--- src/rtl/pwm_softstart_ctrl_if.sv ---
`default_nettype none
// ============================================================================
//  Module      : pwm_softstart_ctrl_if
//  Description : Control/status bundle between a sequencer user (master) and
//                the pwm soft-start sequencer (slave).
//  Revision    : 1.0  initial release
// ============================================================================
interface pwm_softstart_ctrl_if #(
  parameter int SEL_W = 2,
  parameter int CNT_W = 8
);
  logic             start;
  logic             stop;
  logic [SEL_W-1:0] target;
  logic [CNT_W-1:0] hold;
  logic             period_end;
  logic [SEL_W-1:0] select;
  logic             pwm_en;
  logic [1:0]       state;
  logic             done;

  modport master (
    output start, stop, target, hold, period_end,
    input  select, pwm_en, state, done
  );

  modport slave (
    input  start, stop, target, hold, period_end,
    output select, pwm_en, state, done
  );
endinterface
`default_nettype wire

--- src/rtl/pwm_softstart_ctrl.sv ---
`default_nettype none
// ============================================================================
//  Module      : pwm_softstart_ctrl
//  Description : Soft-start / soft-stop sequencer for the pwm SELECT input.
//                Ramps the duty level up to a latched target and back down
//                to zero, changing it only on pwm period boundaries.
//  Revision    : 1.0  initial release
// ============================================================================
module pwm_softstart_ctrl #(
  parameter int SEL_W = 2,
  parameter int CNT_W = 8
) (
  input  wire                   clk_i,
  input  wire                   rst_i,
  pwm_softstart_ctrl_if.slave   bus
);

  typedef enum logic [1:0] {
    S_IDLE      = 2'b00,
    S_RAMP_UP   = 2'b01,
    S_RUN       = 2'b10,
    S_RAMP_DOWN = 2'b11
  } state_t;

  state_t           state_q, state_d;
  logic [SEL_W-1:0] sel_q,   sel_d;
  logic             en_q,    en_d;
  logic             done_q,  done_d;
  logic [CNT_W-1:0] cnt_q,   cnt_d;
  logic [SEL_W-1:0] tgt_q,   tgt_d;
  logic [CNT_W-1:0] hold_q,  hold_d;

  logic             w_step;
  logic [CNT_W-1:0] w_cnt_inc;
  logic [SEL_W-1:0] w_sel_inc;
  logic [SEL_W-1:0] w_sel_dec;

  // hold_q is never 0, so hold_q-1 cannot underflow
  assign w_step    = bus.period_end && (cnt_q == (hold_q - CNT_W'(1)));
  assign w_cnt_inc = cnt_q + CNT_W'(1);
  assign w_sel_inc = sel_q + SEL_W'(1);
  assign w_sel_dec = sel_q - SEL_W'(1);

  // Next-state and output decode; every target defaults to its held value
  always_comb begin
    state_d = state_q;
    sel_d   = sel_q;
    en_d    = en_q;
    done_d  = 1'b0;
    cnt_d   = cnt_q;
    tgt_d   = tgt_q;
    hold_d  = hold_q;

    case (state_q)
      S_IDLE: begin
        // STOP wins over a coincident START; PERIOD_END is ignored here
        if (bus.start && !bus.stop) begin
          tgt_d   = bus.target;
          hold_d  = (bus.hold == '0) ? CNT_W'(1) : bus.hold;
          cnt_d   = '0;
          en_d    = 1'b1;
          state_d = (bus.target == '0) ? S_RUN : S_RAMP_UP;
        end
      end

      S_RAMP_UP: begin
        // STOP takes precedence over a step boundary on the same edge
        if (bus.stop) begin
          state_d = S_RAMP_DOWN;
          cnt_d   = '0;
        end else if (w_step) begin
          cnt_d = '0;
          sel_d = w_sel_inc;
          if (w_sel_inc == tgt_q) begin
            state_d = S_RUN;
          end
        end else if (bus.period_end) begin
          cnt_d = w_cnt_inc;
        end
      end

      S_RUN: begin
        if (bus.stop) begin
          state_d = S_RAMP_DOWN;
          cnt_d   = '0;
        end else if (w_step) begin
          cnt_d = '0;
        end else if (bus.period_end) begin
          cnt_d = w_cnt_inc;
        end
      end

      S_RAMP_DOWN: begin
        // A full hold interval at level 0 runs before the pwm is disabled
        if (w_step) begin
          cnt_d = '0;
          if (sel_q != '0) begin
            sel_d = w_sel_dec;
          end else begin
            en_d    = 1'b0;
            done_d  = 1'b1;
            state_d = S_IDLE;
          end
        end else if (bus.period_end) begin
          cnt_d = w_cnt_inc;
        end
      end

      default: begin
        state_d = S_IDLE;
      end
    endcase
  end

  // State and datapath registers with synchronous reset
  always_ff @(posedge clk_i) begin
    if (rst_i) begin
      state_q <= S_IDLE;
      sel_q   <= '0;
      en_q    <= 1'b0;
      done_q  <= 1'b0;
      cnt_q   <= '0;
      tgt_q   <= '0;
      hold_q  <= CNT_W'(1);
    end else begin
      state_q <= state_d;
      sel_q   <= sel_d;
      en_q    <= en_d;
      done_q  <= done_d;
      cnt_q   <= cnt_d;
      tgt_q   <= tgt_d;
      hold_q  <= hold_d;
    end
  end

  assign bus.select = sel_q;
  assign bus.pwm_en = en_q;
  assign bus.state  = state_q;
  assign bus.done   = done_q;

endmodule
`default_nettype wire

--- src/flat_wrapper.sv ---
// flat-port wrapper written by rule: the top's interface ports become plain ports
module pwm_softstart_ctrl_flat 
#(
  parameter int SEL_W = 2,
  parameter int CNT_W = 8
)
  (clk_i, rst_i, bus_start, bus_stop, bus_target, bus_hold, bus_period_end, bus_select, bus_pwm_en, bus_state, bus_done);
  pwm_softstart_ctrl_if #(.SEL_W(SEL_W), .CNT_W(CNT_W)) bus_i ();
  input  wire clk_i;
  input  wire rst_i;
  input wire logic [$bits(bus_i.start)-1:0] bus_start;
  input wire logic [$bits(bus_i.stop)-1:0] bus_stop;
  input wire logic [$bits(bus_i.target)-1:0] bus_target;
  input wire logic [$bits(bus_i.hold)-1:0] bus_hold;
  input wire logic [$bits(bus_i.period_end)-1:0] bus_period_end;
  output wire logic [$bits(bus_i.select)-1:0] bus_select;
  output wire logic [$bits(bus_i.pwm_en)-1:0] bus_pwm_en;
  output wire logic [$bits(bus_i.state)-1:0] bus_state;
  output wire logic [$bits(bus_i.done)-1:0] bus_done;
  assign bus_i.start = bus_start;
  assign bus_i.stop = bus_stop;
  assign bus_i.target = bus_target;
  assign bus_i.hold = bus_hold;
  assign bus_i.period_end = bus_period_end;
  assign bus_select = bus_i.select;
  assign bus_pwm_en = bus_i.pwm_en;
  assign bus_state = bus_i.state;
  assign bus_done = bus_i.done;
  pwm_softstart_ctrl #(.SEL_W(SEL_W), .CNT_W(CNT_W)) u_core (.clk_i(clk_i), .rst_i(rst_i), .bus(bus_i));
endmodule
--- config.mk ---
export PLATFORM = sky130hd
export DESIGN_NAME = pwm_softstart_ctrl_flat
export DESIGN_NICKNAME = d
export VERILOG_FILES = /design/src/rtl/pwm_softstart_ctrl_if.sv /design/src/rtl/pwm_softstart_ctrl.sv /design/src/flat_wrapper.sv
export SDC_FILE = /design/constraint.sdc
export NUM_CORES = 1
export LEC_CHECK = 0
export CAP_MARGIN = 15
export CORE_ASPECT_RATIO = 0.7
export CORE_MARGIN = 1
export CORE_UTILIZATION = 40
export DETAILED_ROUTE_END_ITERATION = 10
export PLACE_DENSITY = 0.6
export SLEW_MARGIN = 0
export SYNTH_ARGS = -nofsm -noshare
export SYNTH_HDL_FRONTEND = slang
export SYNTH_SLANG_ARGS = --single-unit
--- constraint.sdc ---
create_clock -name clk_i -period 4.89 [get_ports clk_i]
set_input_delay 0.489 -clock clk_i [delete_from_list [all_inputs] [get_ports clk_i]]
set_output_delay 0.489 -clock clk_i [all_outputs]
set_load 0.005 [all_outputs]
# [Word-level counts from Yosys, hierarchy flattened]
# Cells that the tools add are included.
[word_totals] reg_bits=24 input_bits=15 output_inout_bits=6
[op_classes] addsub=4 n_eq_ne=14 muxes=25 n_bitwise=2 n_reduce_logical=15
[op_table] operator="8-bit two-way mux" n=5
[op_table] operator="2-bit two-way mux" n=12
[op_table] operator="8-bit case mux with 3 select lines" n=1
[op_table] operator="8-bit by 1-bit adder with 8-bit output (second input constant)" n=1
[op_table] operator="8-bit == test" n=1
[op_table] operator="8-bit logical NOT" n=1
[op_table] operator="2-bit by 1-bit inequality test with 1-bit output (second input constant)" n=4
[op_table] operator="2-bit case mux with 4 select lines" n=1
[op_table] operator="8-bit by 1-bit subtractor with 8-bit output (second input constant)" n=1
[op_table] operator="2-bit inequality test (second input constant)" n=3
[op_table] operator="3-bit by 2-bit inequality test with 1-bit output (second input constant)" n=2
[op_table] operator="6-bit AND reduction" n=1
[op_table] operator="2-bit nonzero test" n=3
[op_table] operator="5-bit AND reduction" n=1
[op_table] operator="2-bit == test (second input constant)" n=2
[op_table] operator="2-bit logical NOT" n=2
[op_table] operator="1-bit two-way mux" n=4
[op_table] operator="2-bit case mux with 2 select lines" n=1
[op_table] operator="4-bit AND reduction" n=1
[op_table] operator="3-bit OR reduction" n=1
[op_table] operator="2-bit by 1-bit adder with 2-bit output (second input constant)" n=1
[op_table] operator="2-bit by 1-bit == test with 1-bit output (second input constant)" n=1
[op_table] operator="2-bit == test" n=1
[op_table] operator="1-bit logical AND" n=2
[op_table] operator="6 further kinds" n=7

# [Logic depth before layout (Yosys ltp)]
[depth] depth_word=6 depth_mapped=10 depth_no_buf=8

# [Worst setup path after synthesis]
# Ideal clock, no wire load.
[synth_path] path_type="flip-flop to flip-flop" startpoint="register u_core.hold_q[0]" endpoint="register u_core.state_q[1] (netlist: u_core.bus.state[1])" setup_ns=0.121 arrival_time_ns=2.174 t_required_ns=4.769 slack_ns=2.595 stages_incl_launch_ff=11 n_path_buf=2 synth_period_minus_slack_ns=2.295 cell_sequence="dfxtp_1 > buf_2 > inv_1 > ha_1 > buf_2 > o21bai_1 > a211oi_1 > o21bai_1 > a211o_2 > o21ai_4 > mux2_4"
[synth_via] elab_chain_len=5 elab_cells_between_ends=6 cone_classes="add/sub (1); eq/ne (3); reduce/logical (2)"
[synth_lines] element="from (decl)" line_no="pwm_softstart_ctrl.sv:31" rtl="logic [CNT_W-1:0] hold_q, hold_d;"
[synth_lines] element="from (signal assigned)" line_no="pwm_softstart_ctrl.sv:132" rtl="hold_q <= hold_d;"
[synth_lines] element="8-bit by 1-bit subtractor with 8-bit output (*)" line_no="pwm_softstart_ctrl.sv:39" rtl="assign w_step = bus.period_end && (cnt_q == (hold_q - CNT_W'(1)));"
[synth_lines] element="8-bit == test (*)" line_no="pwm_softstart_ctrl.sv:39"
[synth_lines] element="1-bit logical AND (*)" line_no="pwm_softstart_ctrl.sv:39"
[synth_lines] element="3-bit by 2-bit inequality test with 1-bit output (no source line) or 2-bit by 1-bit inequality test with 1-bit output (tied branches)"
[synth_lines] element="6-bit AND reduction (no source line) (*)"
[synth_lines] element="to (signal assigned)" line_no="pwm_softstart_ctrl.sv:126" rtl="state_q <= state_d;"
[synth_lines] element="to (decl)" line_no="pwm_softstart_ctrl.sv:25" rtl="state_t state_q, state_d;"
# Every way passes the cells marked *; elsewhere a longest branch is shown, timed or not.
# A chain may end at the register's enable or synchronous reset.

# [Worst setup path after layout]
[layout_path] startpoint="register u_core.hold_q[0]" endpoint="register u_core.cnt_q[5]"
[layout_via] elab_chain_len=6
[layout_lines] element="8-bit by 1-bit subtractor with 8-bit output (*)" line_no="pwm_softstart_ctrl.sv:39"
[layout_lines] element="8-bit == test (*)" line_no="pwm_softstart_ctrl.sv:39"
[layout_lines] element="1-bit logical AND (*)" line_no="pwm_softstart_ctrl.sv:39"
[layout_lines] element="8-bit two-way mux (*)" line_no="pwm_softstart_ctrl.sv:71" rtl="end else if (w_step) begin"
[layout_lines] element="8-bit two-way mux" line_no="pwm_softstart_ctrl.sv:68" rtl="if (bus.stop) begin"
[layout_lines] element="8-bit case mux with 3 select lines (*)" line_no="pwm_softstart_ctrl.sv:54" rtl="case (state_q)"
[layout_lines] element="to (signal assigned)" line_no="pwm_softstart_ctrl.sv:130" rtl="cnt_q <= cnt_d;"
[layout_lines] element="to (decl)" line_no="pwm_softstart_ctrl.sv:29" rtl="logic [CNT_W-1:0] cnt_q, cnt_d;"
# Marked as above.

==> parameters.txt <==
Parameter                              Value

Place
  Number of placed cells counting well taps    249
  Cell area after placement    approximately 1800 um2
  Weighted congestion at the end of routability-driven global placement    0.861
  # port buffers    20
  DP HPWL    around 2700 um

Finish
  Area of all placed cells without fillers    ~1900 um2
  Number of cells in the finished layout apart from fillers    approximately 250
  Filler Cell Count    approximately 340
  Net total in the final layout    227
  Signed area change from the synthesized netlist to the final layout    17.4%
  ANT cells    0
  Layout cell share with drive strength beyond 1    0.0591

Synth
  Primary flip-flop cell chosen by synthesis mapping    sky130_fd_sc_hd__dfxtp_1
  Distinct cells, synth    47
  Synthesis-stage register bit count    24
  Leading post-synthesis cells by cell area    sky130_fd_sc_hd__dfxtp_1 (30%), sky130_fd_sc_hd__mux2i_1 (7.6%), sky130_fd_sc_hd__ha_1 (6.3%)
  Syn_nets    210
  Synth area leader    sky130_fd_sc_hd__dfxtp_1
  Average instance area after synthesis    8.50 um2
  Warnings from Yosys    0
  Mapped Cells    187
  Share of the yosys chip area belonging to registers    0.302
  Fraction of post-synthesis cell area in the top cell type by area    0.302
  EDFF count, synth    0
  Proportion of register bits with asynchronous set or reset after synthesis    0
  Most numerous cell types in the synthesized netlist    sky130_fd_sc_hd__dfxtp_1 (24), sky130_fd_sc_hd__nor2_1 (24), sky130_fd_sc_hd__mux2i_1 (12)
  Synthesized cell area    1590 um2

Flow run
  Max-capacitance violation count    0

Route
  Post-Route WL    approximately 3400 um
  Vias per inst    approximately 5.4
  Via total after detailed routing    roughly 1400
  First-pass DRT Iterations    4
  Routed wire length on met3    about 230 um
  Wire length on met1    1820 um
  Met2 layer wire length in the routed design    1340 um
  DR DRC count    0
  Max Used Layer    met4
  Remaining antenna violation count after routing    0
  DRC violation total after the first TritonRoute iteration    79
  Routed length per instance    13.5 um

Worst setup path
  Worst reg2reg path depth    8
  Maximum fanout along the worst path    10
  Critical path arrival    around 2.7 ns
  Crit path top cell by count    sky130_fd_sc_hd__o21bai_1
  Kind of cell adding the most delay to the critical path    compound AO/OA/AOI/OAI gates
  Reg-to-reg critical path startpoint    u_core.hold_q[0]$_SDFFE_PP1P_
  Highest-delay cell along the critical path    sky130_fd_sc_hd__a211oi_4
  Data required time at the worst endpoint    5.05 ns
  Capturing point of the worst reg2reg path    u_core.cnt_q[5]$_SDFFE_PP0N_
  Worst setup path category    reg -> reg
  Critical Path End Type    register
  Highest cell delay on the worst timing path    0.51 ns
  Critical path, cell by cell    inv_1 -> ha_1 -> o21bai_1 -> a211oi_1 -> o21bai_1 -> a211oi_4 -> nor2_2 -> a221o_1
  Setup slack, reg-to-reg    2.32 ns
  Critical Path Start Type    register
  Buf+Inv Stages, Crit Path    1

Floorplan
  Core region area    3650 um2
  Die height    54.7 um
  Starting density of the core    0.436
  Horizontal die dimension    77.3 um
  Row count    18
  I/O pins    21
  Die footprint    4230 um2

Min path
  Hold Path Cell Cnt    2
  Worst min-delay path category    reg -> reg
  Hold wc startpoint    u_core.bus.pwm_en$_SDFFE_PP0P_
  End of the worst hold path    u_core.bus.pwm_en$_SDFFE_PP0P_

GRT
  Maximum number of pins on one net before global-route repair    23
  Congestion Overflow GR    0
  Antenna violations before repair    0
  Via count of the first global-routing pass    1263
  Wire length of the first global-routing pass    6100 um
  GRT Overall Usage    0.191

Timing
  Count of pins over their slew limit    0
  Final clock skew    roughly 0.0020 ns
  Count of endpoints failing setup in the final report    0
  Transition time of the tightest slew-check pin    0.725 ns
  Setup repair after global routing missed its margin    false
  Count of final hold-check violations    0
  Fmax achieved    a little under 0.4 GHz
  Total Neg Setup Slack    0 ns
  Headroom to the max-slew limit    0.515
  Final hold slack    0.475 ns
  Minimum clock period    2.57 ns
  Share of the clock period used by the worst path after layout    0.526

Clock network
  CTS H-tree lvls    1
  Maximum count of clock buffers along a single path    2
  Number of clock sinks    24
  CTS buffer count    3
  Clock tree from TritonCTS    done
  Hold-fix buffer count after cts    0
  Clk Tree Root Cell    sky130_fd_sc_hd__clkbuf_8
  Clock-pin transition on the worst setup and hold timing paths    0.08 ns
  Number of buffers inserted to repair setup after CTS    0
  Clock latency reported for the late side of the worst-skew pair    0.27 ns
  Quantity of gates resized following cts    0

Power and ir drop
  P per Cell Area    351 nW/um2
  Leak pwr    around 0.75 nW
  Maximum ir drop on the vdd rail    0.000135 V
  Total power draw    655 uW

Outcome
  Outcome    complete, no violations
==> routing by layer <==
metal | up-vias | global-route usage
met5 | - | 0
met1 | 624 | 0.266
met3 | 5 | 0.0417
met4 | 0 | 0.0566
li1 | 702 | -
met2 | 41 | 0.298
==> worst max-delay path by stage <==
stage,from,to,slack (ns),depth (start not counted)
finish,u_core.hold_q[0]$_SDFFE_PP1P_,u_core.cnt_q[5]$_SDFFE_PP0N_,2.32,8
global route,u_core.hold_q[0]$_SDFFE_PP1P_,u_core.cnt_q[5]$_SDFFE_PP0N_,2.14,8
CTS,u_core.hold_q[0]$_SDFFE_PP1P_,u_core.cnt_q[5]$_SDFFE_PP0N_,2.33,8
detailed placement,rst_i,u_core.cnt_q[2]$_SDFFE_PP0N_,2.34,4
global placement,rst_i,u_core.cnt_q[2]$_SDFFE_PP0N_,2.39,4
floorplan,u_core.hold_q[0]$_SDFFE_PP1P_,u_core.bus.state[1]$_SDFFE_PP0P_,2.60,10
==> per-stage QoR <==
stage | setup slack, ns | util
CTS | 2.33 | 0.511
floorplan | 2.60 | -
global route | 2.14 | 0.511
detailed placement | 2.34 | 0.496
finish | 2.32 | 0.511
global placement | 2.39 | 0.496
==> cell type report <==
class / count / area, um2 / area share
Clock buffer: 4 / 55.1 / 0.0295
Tap cell: 50 / 62.6 / 0.0335
Inverter: 10 / 37.5 / 0.0201
Multi-Input combinational cell: 145 / 1030 / 0.552
Timing Repair Buffer: 20 / 200 / 0.107
Sequential cell: 24 / 480 / 0.258
==> where the power goes <==
part / total, mW / switching (mW) / internal (mW) / leakage, nW
sequential: 0.239 / 0.0252 / 0.214 / 0.195
combinational: 0.280 / 0.151 / 0.128 / 0.526
clock: 0.137 / 0.0648 / 0.0720 / 0.0288
==> tightest hold or removal path, cell delays in order, from the launching register on <==
cell and delay [ns]:
sky130_fd_sc_hd__dfxtp_1 0.33, sky130_fd_sc_hd__o41ai_2 0.05, sky130_fd_sc_hd__a21oi_1 0.05
==> registers in the layout, indices dropped and copies added (netlist names) <==
register / cells
u_core.hold_q: 8
u_core.cnt_q: 8
u_core.bus.done: 1
u_core.bus.state: 2
u_core.tgt_q: 2
u_core.bus.pwm_en: 1
u_core.bus.select: 2
==> placed cells by master (no fill, tap or decap), types with 2 or more instances in the layout <==
cell type and count:
sky130_fd_sc_hd__nor2_1 24, sky130_fd_sc_hd__dfxtp_1 24, sky130_fd_sc_hd__clkdlybuf4s50_1 20, sky130_fd_sc_hd__mux2i_1 12, sky130_fd_sc_hd__nand2_1 11, sky130_fd_sc_hd__inv_1 10
sky130_fd_sc_hd__a21oi_1 10, sky130_fd_sc_hd__nor3_1 9, sky130_fd_sc_hd__xor2_1 8, sky130_fd_sc_hd__ha_1 8, sky130_fd_sc_hd__nand2b_1 7, sky130_fd_sc_hd__xnor2_1 6
sky130_fd_sc_hd__nand4_1 4, sky130_fd_sc_hd__o21ai_0 4, sky130_fd_sc_hd__clkbuf_8 4, sky130_fd_sc_hd__nand3_1 3, sky130_fd_sc_hd__a211o_1 3, sky130_fd_sc_hd__nand3b_1 2
sky130_fd_sc_hd__o21bai_1 2, sky130_fd_sc_hd__a211oi_1 2, sky130_fd_sc_hd__o31ai_1 2, sky130_fd_sc_hd__a22o_1 2, sky130_fd_sc_hd__a221o_1 2, sky130_fd_sc_hd__a31oi_1 2
sky130_fd_sc_hd__nor4b_1 2
==> cell families after synthesis <==
family,Yosys count,synth area share
flops,24,0.302
compound gates,40,0.196
mux,13,0.0850
simple gates,70,0.227
xor+xnor,14,0.0772
fa+ha+maj,8,0.0630
buf+inv,18,0.0496
(Power assumes the default switching activity.)
